==> src/rtl/systolic_result_collector_pkg.sv <==
// rtl/systolic_result_collector_pkg.sv - shared collector FSM states, array defaults and lane helper
package sa_pkg;

   localparam int SA_DATA_W   = 16;
   localparam int SA_N_COLS   = 4;
   localparam int SA_BASE_LAT = 4;

   typedef enum logic [1:0] {
      SA_COL_IDLE    = 2'd0,
      SA_COL_CAPTURE = 2'd1,
      SA_COL_FLUSH   = 2'd2
   } sa_col_state_e;

   // Lane j of a packed bottom-edge bus at the array's default geometry
   function automatic logic [SA_DATA_W-1:0] sa_lane(input logic [SA_N_COLS*SA_DATA_W-1:0] bus,
                                                    input int unsigned j);
      return bus[j*SA_DATA_W +: SA_DATA_W];
   endfunction

endpackage

==> src/rtl/systolic_result_collector_if.sv <==
// rtl/systolic_result_collector_if.sv - aligned result-row valid/ready bus
interface systolic_result_collector_if #(
   parameter int DATA_W = sa_pkg::SA_DATA_W,
   parameter int N_COLS = sa_pkg::SA_N_COLS,
   parameter int N_ROWS = 4
) ();
   localparam int IDX_W = (N_ROWS > 1) ? $clog2(N_ROWS) : 1;

   logic                     out_valid;
   logic                     out_ready;
   logic [N_COLS*DATA_W-1:0] out_row;
   logic [IDX_W-1:0]         out_row_idx;

   modport master (output out_valid, output out_row, output out_row_idx, input out_ready);
   modport slave  (input out_valid, input out_row, input out_row_idx, output out_ready);
endinterface

==> src/rtl/systolic_result_collector_row_fifo.sv <==
// rtl/systolic_result_collector_row_fifo.sv - shift-style row FIFO, head entry drives the output register
module sa_row_fifo #(
   parameter int WIDTH = 66,
   parameter int DEPTH = 4
) (
   input  logic             clk_i,
   input  logic             rst_ni,
   input  logic             clear_i,
   input  logic             push_i,
   input  logic [WIDTH-1:0] din_i,
   input  logic             pop_i,
   output logic [WIDTH-1:0] dout_o,
   output logic             valid_o,
   output logic             drop_o
);
   localparam int CW = $clog2(DEPTH + 1);

   logic [CW-1:0]    cnt_q, cnt_d, wr_idx;
   logic [WIDTH-1:0] mem_q [DEPTH];
   logic [WIDTH-1:0] mem_d [DEPTH];
   logic             do_pop, do_push;

   // Next-state: a pop shifts every entry toward the head; a push lands just past the surviving entries
   always_comb begin
      do_pop  = pop_i && (cnt_q != '0);
      do_push = push_i && ((cnt_q != CW'(DEPTH)) || do_pop);
      drop_o  = push_i && !do_push;
      wr_idx  = do_pop ? (cnt_q - CW'(1)) : cnt_q;
      cnt_d   = cnt_q;
      if (do_push && !do_pop) begin
         cnt_d = cnt_q + CW'(1);
      end else if (!do_push && do_pop) begin
         cnt_d = cnt_q - CW'(1);
      end
      mem_d = mem_q;
      if (do_pop) begin
         for (int i = 0; i < DEPTH - 1; i++) begin
            mem_d[i] = mem_q[i + 1];
         end
      end
      if (do_push) begin
         for (int i = 0; i < DEPTH; i++) begin
            if (CW'(i) == wr_idx) begin
               mem_d[i] = din_i;
            end
         end
      end
   end

   // Storage and occupancy; clear wins over any push or pop in the same cycle
   always_ff @(posedge clk_i or negedge rst_ni) begin
      if (!rst_ni) begin
         cnt_q <= '0;
         for (int i = 0; i < DEPTH; i++) mem_q[i] <= '0;
      end else if (clear_i) begin
         cnt_q <= '0;
         for (int i = 0; i < DEPTH; i++) mem_q[i] <= '0;
      end else begin
         cnt_q <= cnt_d;
         mem_q <= mem_d;
      end
   end

   assign dout_o  = mem_q[0];
   assign valid_o = (cnt_q != '0);
endmodule

==> src/rtl/systolic_result_collector.sv <==
// rtl/systolic_result_collector.sv - de-skews the array bottom stream into rows; optional clamp via SA_COLLECTOR_RELU_EN
module systolic_result_collector
   import sa_pkg::*;
#(
   parameter int DATA_W     = SA_DATA_W,
   parameter int N_COLS     = SA_N_COLS,
   parameter int N_ROWS     = 4,
   parameter int BASE_LAT   = SA_BASE_LAT,
   parameter int FIFO_DEPTH = 4
) (
   input  logic                     Clock,
   input  logic                     rst_n,
   input  logic                     data_clear,
   input  logic                     start,
   input  logic                     en_shift_bottom,
   input  logic [N_COLS*DATA_W-1:0] ps_bottom_in,
   systolic_result_collector_if.master out_bus,
   output logic                     busy,
   output logic                     done,
   output logic                     overflow
);
   localparam int IDX_W = (N_ROWS > 1) ? $clog2(N_ROWS) : 1;
   localparam int SC_W  = $clog2(BASE_LAT + N_COLS + N_ROWS + 1);
   localparam int ROW_W = N_COLS * DATA_W;

   sa_col_state_e           state_q;
   logic [SC_W-1:0]         sc_q;
   logic                    busy_q, done_q, overflow_q;
   logic [DATA_W-1:0]       slot_q [N_COLS-1][N_ROWS];
   logic                    strobe, push, last_push, drop, fifo_valid;
   logic [ROW_W-1:0]        row_d;
   logic [IDX_W-1:0]        row_idx_d;
   logic [IDX_W+ROW_W-1:0]  fifo_dout;

   function automatic logic [DATA_W-1:0] clamp(input logic [DATA_W-1:0] v);
`ifdef SA_COLLECTOR_RELU_EN
      return v[DATA_W-1] ? '0 : v;
`else
      return v;
`endif
   endfunction

   assign strobe = en_shift_bottom && (state_q == SA_COL_CAPTURE) && !data_clear;

   // Row r completes when the last column sees it live; earlier columns come from their slots
   always_comb begin
      push      = 1'b0;
      last_push = 1'b0;
      row_d     = '0;
      row_idx_d = '0;
      for (int r = 0; r < N_ROWS; r++) begin
         if (strobe && (sc_q == SC_W'(BASE_LAT + N_COLS - 1 + r))) begin
            push      = 1'b1;
            last_push = (r == N_ROWS - 1);
            row_idx_d = IDX_W'(r);
            for (int j = 0; j < N_COLS - 1; j++) begin
               row_d[j*DATA_W +: DATA_W] = clamp(slot_q[j][r]);
            end
            row_d[(N_COLS-1)*DATA_W +: DATA_W] = clamp(ps_bottom_in[(N_COLS-1)*DATA_W +: DATA_W]);
         end
      end
   end

   // De-skew slots: column j holds row r once the strobe counter reaches BASE_LAT+j+r
   always_ff @(posedge Clock or negedge rst_n) begin
      if (!rst_n) begin
         for (int j = 0; j < N_COLS - 1; j++)
            for (int r = 0; r < N_ROWS; r++) slot_q[j][r] <= '0;
      end else if (data_clear) begin
         for (int j = 0; j < N_COLS - 1; j++)
            for (int r = 0; r < N_ROWS; r++) slot_q[j][r] <= '0;
      end else if (strobe) begin
         for (int j = 0; j < N_COLS - 1; j++)
            for (int r = 0; r < N_ROWS; r++)
               if (sc_q == SC_W'(BASE_LAT + j + r)) slot_q[j][r] <= ps_bottom_in[j*DATA_W +: DATA_W];
      end
   end

   // Job sequencer with registered status outputs
   always_ff @(posedge Clock or negedge rst_n) begin
      if (!rst_n) begin
         state_q    <= SA_COL_IDLE;
         sc_q       <= '0;
         busy_q     <= 1'b0;
         done_q     <= 1'b0;
         overflow_q <= 1'b0;
      end else if (data_clear) begin
         state_q    <= SA_COL_IDLE;
         sc_q       <= '0;
         busy_q     <= 1'b0;
         done_q     <= 1'b0;
         overflow_q <= 1'b0;
      end else begin
         done_q <= 1'b0;
         case (state_q)
            SA_COL_CAPTURE: begin
               if (strobe) begin
                  sc_q <= sc_q + SC_W'(1);
                  if (drop) overflow_q <= 1'b1;
                  if (last_push) begin
                     state_q <= SA_COL_FLUSH;
                     done_q  <= 1'b1;
                     busy_q  <= 1'b0;
                  end
               end
            end
            default: begin
               // IDLE and FLUSH both accept a new job; busy is already low in FLUSH
               if (start) begin
                  state_q    <= SA_COL_CAPTURE;
                  sc_q       <= '0;
                  busy_q     <= 1'b1;
                  overflow_q <= 1'b0;
               end else begin
                  state_q <= SA_COL_IDLE;
               end
            end
         endcase
      end
   end

   sa_row_fifo #(
      .WIDTH (IDX_W + ROW_W),
      .DEPTH (FIFO_DEPTH)
   ) u_fifo (
      .clk_i   (Clock),
      .rst_ni  (rst_n),
      .clear_i (data_clear),
      .push_i  (push),
      .din_i   ({row_idx_d, row_d}),
      .pop_i   (out_bus.out_ready && fifo_valid),
      .dout_o  (fifo_dout),
      .valid_o (fifo_valid),
      .drop_o  (drop)
   );

   assign out_bus.out_valid                     = fifo_valid;
   assign {out_bus.out_row_idx, out_bus.out_row} = fifo_dout;
   assign busy     = busy_q;
   assign done     = done_q;
   assign overflow = overflow_q;
endmodule

==> src/flat_wrapper.sv <==
// flat-port wrapper written by rule: the top's interface ports become plain ports
module systolic_result_collector_flat import sa_pkg::*;
#(
   parameter int DATA_W     = SA_DATA_W,
   parameter int N_COLS     = SA_N_COLS,
   parameter int N_ROWS     = 4,
   parameter int BASE_LAT   = SA_BASE_LAT,
   parameter int FIFO_DEPTH = 4
)
  (Clock, rst_n, data_clear, start, en_shift_bottom, ps_bottom_in, busy, done, overflow, out_bus_out_valid, out_bus_out_row, out_bus_out_row_idx, out_bus_out_ready);
  systolic_result_collector_if #(.DATA_W(DATA_W), .N_COLS(N_COLS), .N_ROWS(N_ROWS)) out_bus_i ();
  input  logic Clock;
  input  logic rst_n;
  input  logic data_clear;
  input  logic start;
  input  logic en_shift_bottom;
  input  logic [N_COLS*DATA_W-1:0] ps_bottom_in;
  output logic busy;
  output logic done;
  output logic overflow;
  output wire logic [$bits(out_bus_i.out_valid)-1:0] out_bus_out_valid;
  output wire logic [$bits(out_bus_i.out_row)-1:0] out_bus_out_row;
  output wire logic [$bits(out_bus_i.out_row_idx)-1:0] out_bus_out_row_idx;
  input wire logic [$bits(out_bus_i.out_ready)-1:0] out_bus_out_ready;
  assign out_bus_out_valid = out_bus_i.out_valid;
  assign out_bus_out_row = out_bus_i.out_row;
  assign out_bus_out_row_idx = out_bus_i.out_row_idx;
  assign out_bus_i.out_ready = out_bus_out_ready;
  systolic_result_collector #(.DATA_W(DATA_W), .N_COLS(N_COLS), .N_ROWS(N_ROWS), .BASE_LAT(BASE_LAT), .FIFO_DEPTH(FIFO_DEPTH)) u_core (.Clock(Clock), .rst_n(rst_n), .data_clear(data_clear), .start(start), .en_shift_bottom(en_shift_bottom), .ps_bottom_in(ps_bottom_in), .out_bus(out_bus_i), .busy(busy), .done(done), .overflow(overflow));
endmodule
==> config.mk <==
export PLATFORM = sky130hd
export DESIGN_NAME = systolic_result_collector_flat
export DESIGN_NICKNAME = d
export VERILOG_FILES = /design/src/rtl/systolic_result_collector_pkg.sv /design/src/rtl/systolic_result_collector_if.sv /design/src/rtl/systolic_result_collector_row_fifo.sv /design/src/rtl/systolic_result_collector.sv /design/src/flat_wrapper.sv
export SDC_FILE = /design/constraint.sdc
export NUM_CORES = 1
export LEC_CHECK = 0
export ABC_AREA = 0
export CAP_MARGIN = 25
export CORE_MARGIN = 3
export CORE_UTILIZATION = 61
export DETAILED_ROUTE_END_ITERATION = 6
export PLACE_DENSITY_LB_ADDON = 0.15
export REMOVE_ABC_BUFFERS = 1
export SLEW_MARGIN = 10
export SYNTH_ARGS = -nofsm -noshare
export SYNTH_HDL_FRONTEND = slang
export SYNTH_HIERARCHICAL = 1
export SYNTH_SLANG_ARGS = --single-unit
==> constraint.sdc <==
create_clock -name Clock -period 6.1 [get_ports Clock]
set_input_delay 1.525 -clock Clock [delete_from_list [all_inputs] [get_ports Clock]]
set_output_delay 1.525 -clock Clock [all_outputs]
set_load 0.01 [all_outputs]
Word-level counts from Yosys, hierarchy flattened
Cells that the tools add are included.
W data, S select, Z words.
{ "totals": {"register_bits": 468, "in_bits": 70, "output_inout_bits": 70, "wordCells": 140} }
{ "op_classes": {"add_sub_neg": 3, "eq_ne": 15, "mux": 60, "reduce_logical": 40} }
{ "ops": {"columns": ["cell", "count"], "rows": [
  ["$mux W264", 2],
  ["$mux W192", 2],
  ["$mux W66", 4],
  ["$mux W64", 4],
  ["$mux W198", 1],
  ["$mux W16", 12],
  ["$mux W1", 21],
  ["$reduce_and A2 Y1", 9],
  ["$reduce_bool A2 Y1", 9],
  ["$eq A4 B3 Y1 const B", 4],
  ["$mux W4", 4],
  ["$eq A4 B4 Y1 const B", 3],
  ["$logic_and A1 B1 Y1", 12],
  ["$mux W2", 6],
  ["$mux W3", 4],
  ["$ne A3 B2 Y1 const B", 3],
  ["$reduce_bool A3 Y1", 3],
  ["$eq A2 B3 Y1 const A", 2],
  ["$reduce_and A3 Y1", 2],
  ["$add A4 B1 Y4 const B", 1],
  ["$add A3 B1 Y3 const B", 1],
  ["$eq A1 B3 Y1 const A", 1],
  ["$logic_not A1 Y1", 3],
  ["$logic_not A3 Y1", 1],
  ["other kinds (4)", 4]
]} }

Depth between registers and ports, before layout
{ "depth": {"word_depth": 15, "mapped_depth": 15} }

Hierarchy
Netlist, hierarchy kept.
{ "by_module_without_submodules": {"columns": ["module", "instances", "cells_each", "area_per_inst_um2"], "rows": [
  ["sa_row_fifo", 1, 1514, 15273.4],
  ["systolic_result_collector", 1, 775, 9751.9]
]} }

Worst setup path after synthesis
Ideal clock, no wire load.
{ "synth_path": {"kind": "in2reg", "start": "input port data_clear", "end": "register u_core/u_fifo/mem_q[35] in the netlist's numbering", "setup_time_ps": 79, "arrival_ps": 3637, "t_required_ps": 6021, "slack_ps": 2383, "stages": 12, "path_buffers": 6, "path_cell_list": "buf_4 > nand4bb_2 > buf_2 > buf_2 > buf_2 > nor2_1 > inv_1 > a21oi_1 > o211a_1 > buf_2 > buf_4 > mux2i_1"} }
{ "synth_between": {"elab_chain_len": 10, "word_cells_on_any_way": 21} }
{ "synth_lines": {"columns": ["item", "line", "rtl"], "rows": [
  ["from (decl)", "flat_wrapper.sv:14", "input logic data_clear;"],
  ["$logic_not A1 Y1 *", "systolic_result_collector.sv:43", "assign strobe = en_shift_bottom && (state_q == SA_COL_CAPTURE) && !data_clear;"],
  ["$logic_and A1 B1 Y1 *", "systolic_result_collector.sv:43", null],
  ["$logic_and A1 B1 Y1", "systolic_result_collector.sv:52", "if (strobe && (sc_q == SC_W'(BASE_LAT + N_COLS - 1 + r))) begin"],
  ["$mux W1 (3 in a row)", "systolic_result_collector.sv:52", null],
  ["$mux W1 *", "systolic_result_collector.sv:52", null],
  ["net u_core.push", "systolic_result_collector.sv:30", "logic strobe, push, last_push, drop, fifo_valid;"],
  ["$logic_and A1 B1 Y1 *", "systolic_result_collector_row_fifo.sv:26", "do_push = push_i && ((cnt_q != CW'(DEPTH)) || do_pop);"],
  ["$reduce_bool A2 Y1 (no source line) *", null, null],
  ["$reduce_and A2 Y1 (no source line) *", null, null],
  ["to (signal assigned)", "systolic_result_collector_row_fifo.sv:60", "mem_q <= mem_d;"],
  ["to (decl)", "systolic_result_collector_row_fifo.sv:19", "logic [WIDTH-1:0] mem_q [DEPTH];"]
]} }
The timed path passes the listed nets; every way through them passes the cells marked *. The select of a mux whose other input is x is not followed.
A chain may end at the register's enable or synchronous reset.

Final worst setup path
{ "layout_path": {"start": "register u_core.u_fifo.cnt_q[0]", "end": "register u_core/u_fifo/mem_q[68] in the netlist's numbering"} }
{ "layout_between": {"elab_chain_len": 8, "word_cells_on_any_way": 13} }
{ "layout_lines": {"columns": ["item", "line", "rtl"], "rows": [
  ["from (decl)", "systolic_result_collector_row_fifo.sv:18", "logic [CW-1:0] cnt_q, cnt_d, wr_idx;"],
  ["from (signal assigned)", "systolic_result_collector_row_fifo.sv:59", "cnt_q <= cnt_d;"],
  ["parallel branches: the longest is 6 deep, another holds $sub A3 B1 Y3", null, null],
  ["$mux W264 *", "systolic_result_collector_row_fifo.sv:41", "if (do_push) begin"],
  ["$mux W264 *", "systolic_result_collector_row_fifo.sv:55", "end else if (clear_i) begin"]
]} }
Mark *: on every way between the ends. The select of a mux whose other input is x is not followed.

==> results.md <==
* Worst vdd ir at 215 uV
* Worst slew pin tran at 1.05 ns
* Top cell type's share of synthesized area at 46.8%
* Fmax at 214 MHz
* Share of layout cells above drive strength 1 at 15.2%
* Drt drc at 0
* TritonRoute pass-1 iters at 7
* Post-CTS setup buffer count at 0
* Post-cts resize count at 0
* Vias in the first global route at 18,600
* CTS tree: yes
* Max Root-Sink Buffers at 3
* Setup TNS at 0 ns
* Top FF cell, synth: dfrtp_1
* Initial antenna violation count at 0
* Arrival @ worst endpoint at 5.08 ns
* Final setup fails at 0
* First-pass GRT wire length at 104,000 um
* # port buffers at 139
* Worst-path maximum fanout at 56
* Status: finished clean
* Total grt overflow at 0
* Tmin final at 4.66 ns
* Pwr/cell area at 242 nW/um^2
* Post-Layout Inst Area at 27,600 um^2
* CTS Root Cell: clkbuf_16
* Yosys reg bits at 468
* Row count at 73
* WL per Instance at 23.3 um
* Clk sink count at 468
* H-tree Lvls at 2
* Most common cell in the netlist: dfrtp_1
* Power consumption at 6.68 mW
* Worst hold-check path type: reg2reg
* Detailed Place HPWL at 36,200 um
* Area contributors post-synth: dfrtp_1 47%, mux2i_1 11%, mux2_2 8.5%
* Height of the die at 209 um
* Via/cell ratio at 6.58
* Cts hold-fix bufs at 0
* Gpl congestion at 0.810
* Worst path required time at 6.52 ns
* ANT nets after route at 0
* Initial Util at 62.4%
* Rel. slew slack at 29.7%
* Area Growth Syn to Fin at 10.4%
* Mapped Area at 25,000 um^2
* Fin. max-slew vios at 0
* Total number of yosys warnings at 6
* Die ar. at 43,500 um^2
* Post-Route WL at 64,900 um
* Pre-CTS setup slack at 1.12 ns
* Register area share after synthesis at 46.8%
* Vias at 18,300
* Clock insertion delay at the later pin of the skew report at 0.60 ns
* Async S/R FF share, synth at 100%
* Initial detailed-routing violation count at 1,943
* Setup Skew at 0.0295 ns
* I/O pins at 140
* # Max-Cap Violations at 0
* Pin count of the biggest net entering global routing at 191
* Final hold vios at 0
* GR Util All Layers at 29.3%
* Antenna Cells at 0
* Number of synthesized flops with an enable pin at 0
* Commonest cells post-synth: 468 x dfrtp_1, 264 x mux2i_1, 188 x mux2_2
* Clock transition at the registers of the reported paths at 0.06 ns
* RSZ-0062 raised after global routing: no
* Syn_area_per_cell at 10.9 um^2
* CP Class: reg2reg
* Synth area leader: dfrtp_1
* Synth cell types at 59
* Leak at 11.3 nW
* Startpoint types: flop
* Core ar. at 40,100 um^2
* Chip width at 209 um
* Final worst setup slack at 1.44 ns
* Nets at 2,301
* Final period util at 76.5%
* Cells after synthesis at 2,289
* Crit end category: flop
* CTS Buf Count at 50
* Placed Instance Area at 26,000 um^2
==> cells in the final DEF (no fill, tap or decap), drive strengths merged, types with 4 or more instances in the layout <==
cell	instances
a2111oi	66
a211oi	69
a21oi	154
a221o	37
a22o	37
a31oi	4
a32o	11
a41oi	5
buf	44
clkbuf	84
clkdlybuf4s50	137
dfrtp	468
ha	7
inv	47
mux2	193
mux2i	264
nand2	7
nand2b	167
nand3	7
nor2	10
nor2b	56
nor3	173
nor3b	16
o21ai	7
o2bb2ai	11
or2	12
or3	135
==> logic make-up (layout without fill, tap and decap cells) <==
family,after synthesis,after routing,share of synthesized area [%]
simple gates,596,596,14.1
flops,468,468,46.8
mux,457,457,19.2
compound gates,415,415,12.3
buf+inv,344,316,7.14
fa+ha+maj,7,7,0.350
xor+xnor,2,2,0.0700
==> layout make-up <==
type / instances / area, um^2
fill: 2965 / 12500
sequential: 468 / 11700
multi-input combinational: 1477 / 11700
timing repair buffer: 181 / 1830
clock buffer: 84 / 1540
tap: 525 / 657
inverter: 46 / 178
clock inverter: 5 / 53.8
==> state kept, by name, indices dropped and copies added (netlist names) <==
| name | count |
|---|---|
| u_core/u_fifo/mem_q | 198 |
| u_core/overflow | 1 |
| u_core/sc_q | 4 |
| u_core/state_q | 2 |
| u_core/busy | 1 |
| u_core/u_fifo/dout_o | 66 |
| u_core/u_fifo/cnt_q | 3 |
| u_core/slot_q | 192 |
| u_core/done | 1 |
==> critical path, cell delays in order, from the launching register on <==
cell and delay (ns):
dfrtp_1 0.49, inv_1 0.14, ha_1 0.39, nor2b_4 0.21, inv_4 0.48, and2_4 0.51, nor2b_1 0.20, or3_2 0.45
a211o_2 0.92, buf_4 0.50, a211oi_1 0.13
==> report_power, final <==
group          switching [mW]  leakage (nW)  internal (mW)
Combinational           0.238          4.20          0.205
Clock                    1.22         0.782           1.75
Sequential             0.0595          6.33           3.22
==> through the flow <==
stage / std cells / hold WS [ns] / util (%)
detailed placement: 2696 / 0.487 / 64.9
global placement: 2694 / 0.475 / 64.8
floorplan: 1991 / 0.466 / -
CTS: 2785 / 0.500 / 68.8
finish: 2786 / 0.498 / 68.9
global route: 2786 / 0.511 / 68.9
==> per-layer routing <==
layer,routed length (um),track usage [%]
met5,0,0
met4,1390,8.78
met3,4280,4.84
met2,30200,46.0
met1,29000,42.2
==> final timing paths <==
path / startpoint / endpoint / slack (ns) / cells after the start
min in group asynchronous: rst_n / u_core/u_fifo/dout_o[15]$_DFF_PN0_ / 0.96 / 1
min reg2reg: u_core/slot_q[17]$_DFFE_PN0P_ / u_core/slot_q[17]$_DFFE_PN0P_ / 0.50 / 1
max reg2reg: u_core/u_fifo/cnt_q[0]$_DFFE_PN0P_ / u_core/u_fifo/mem_q[68]$_DFF_PN0_ / 1.44 / 10
max: u_core/u_fifo/cnt_q[0]$_DFFE_PN0P_ / u_core/u_fifo/mem_q[68]$_DFF_PN0_ / 1.44 / 10
max in group asynchronous: rst_n / u_core/u_fifo/mem_q[58]$_DFFE_PN0P_ / 3.74 / 2
min: u_core/slot_q[17]$_DFFE_PN0P_ / u_core/slot_q[17]$_DFFE_PN0P_ / 0.50 / 1
Power figures use the tool's default switching activity.
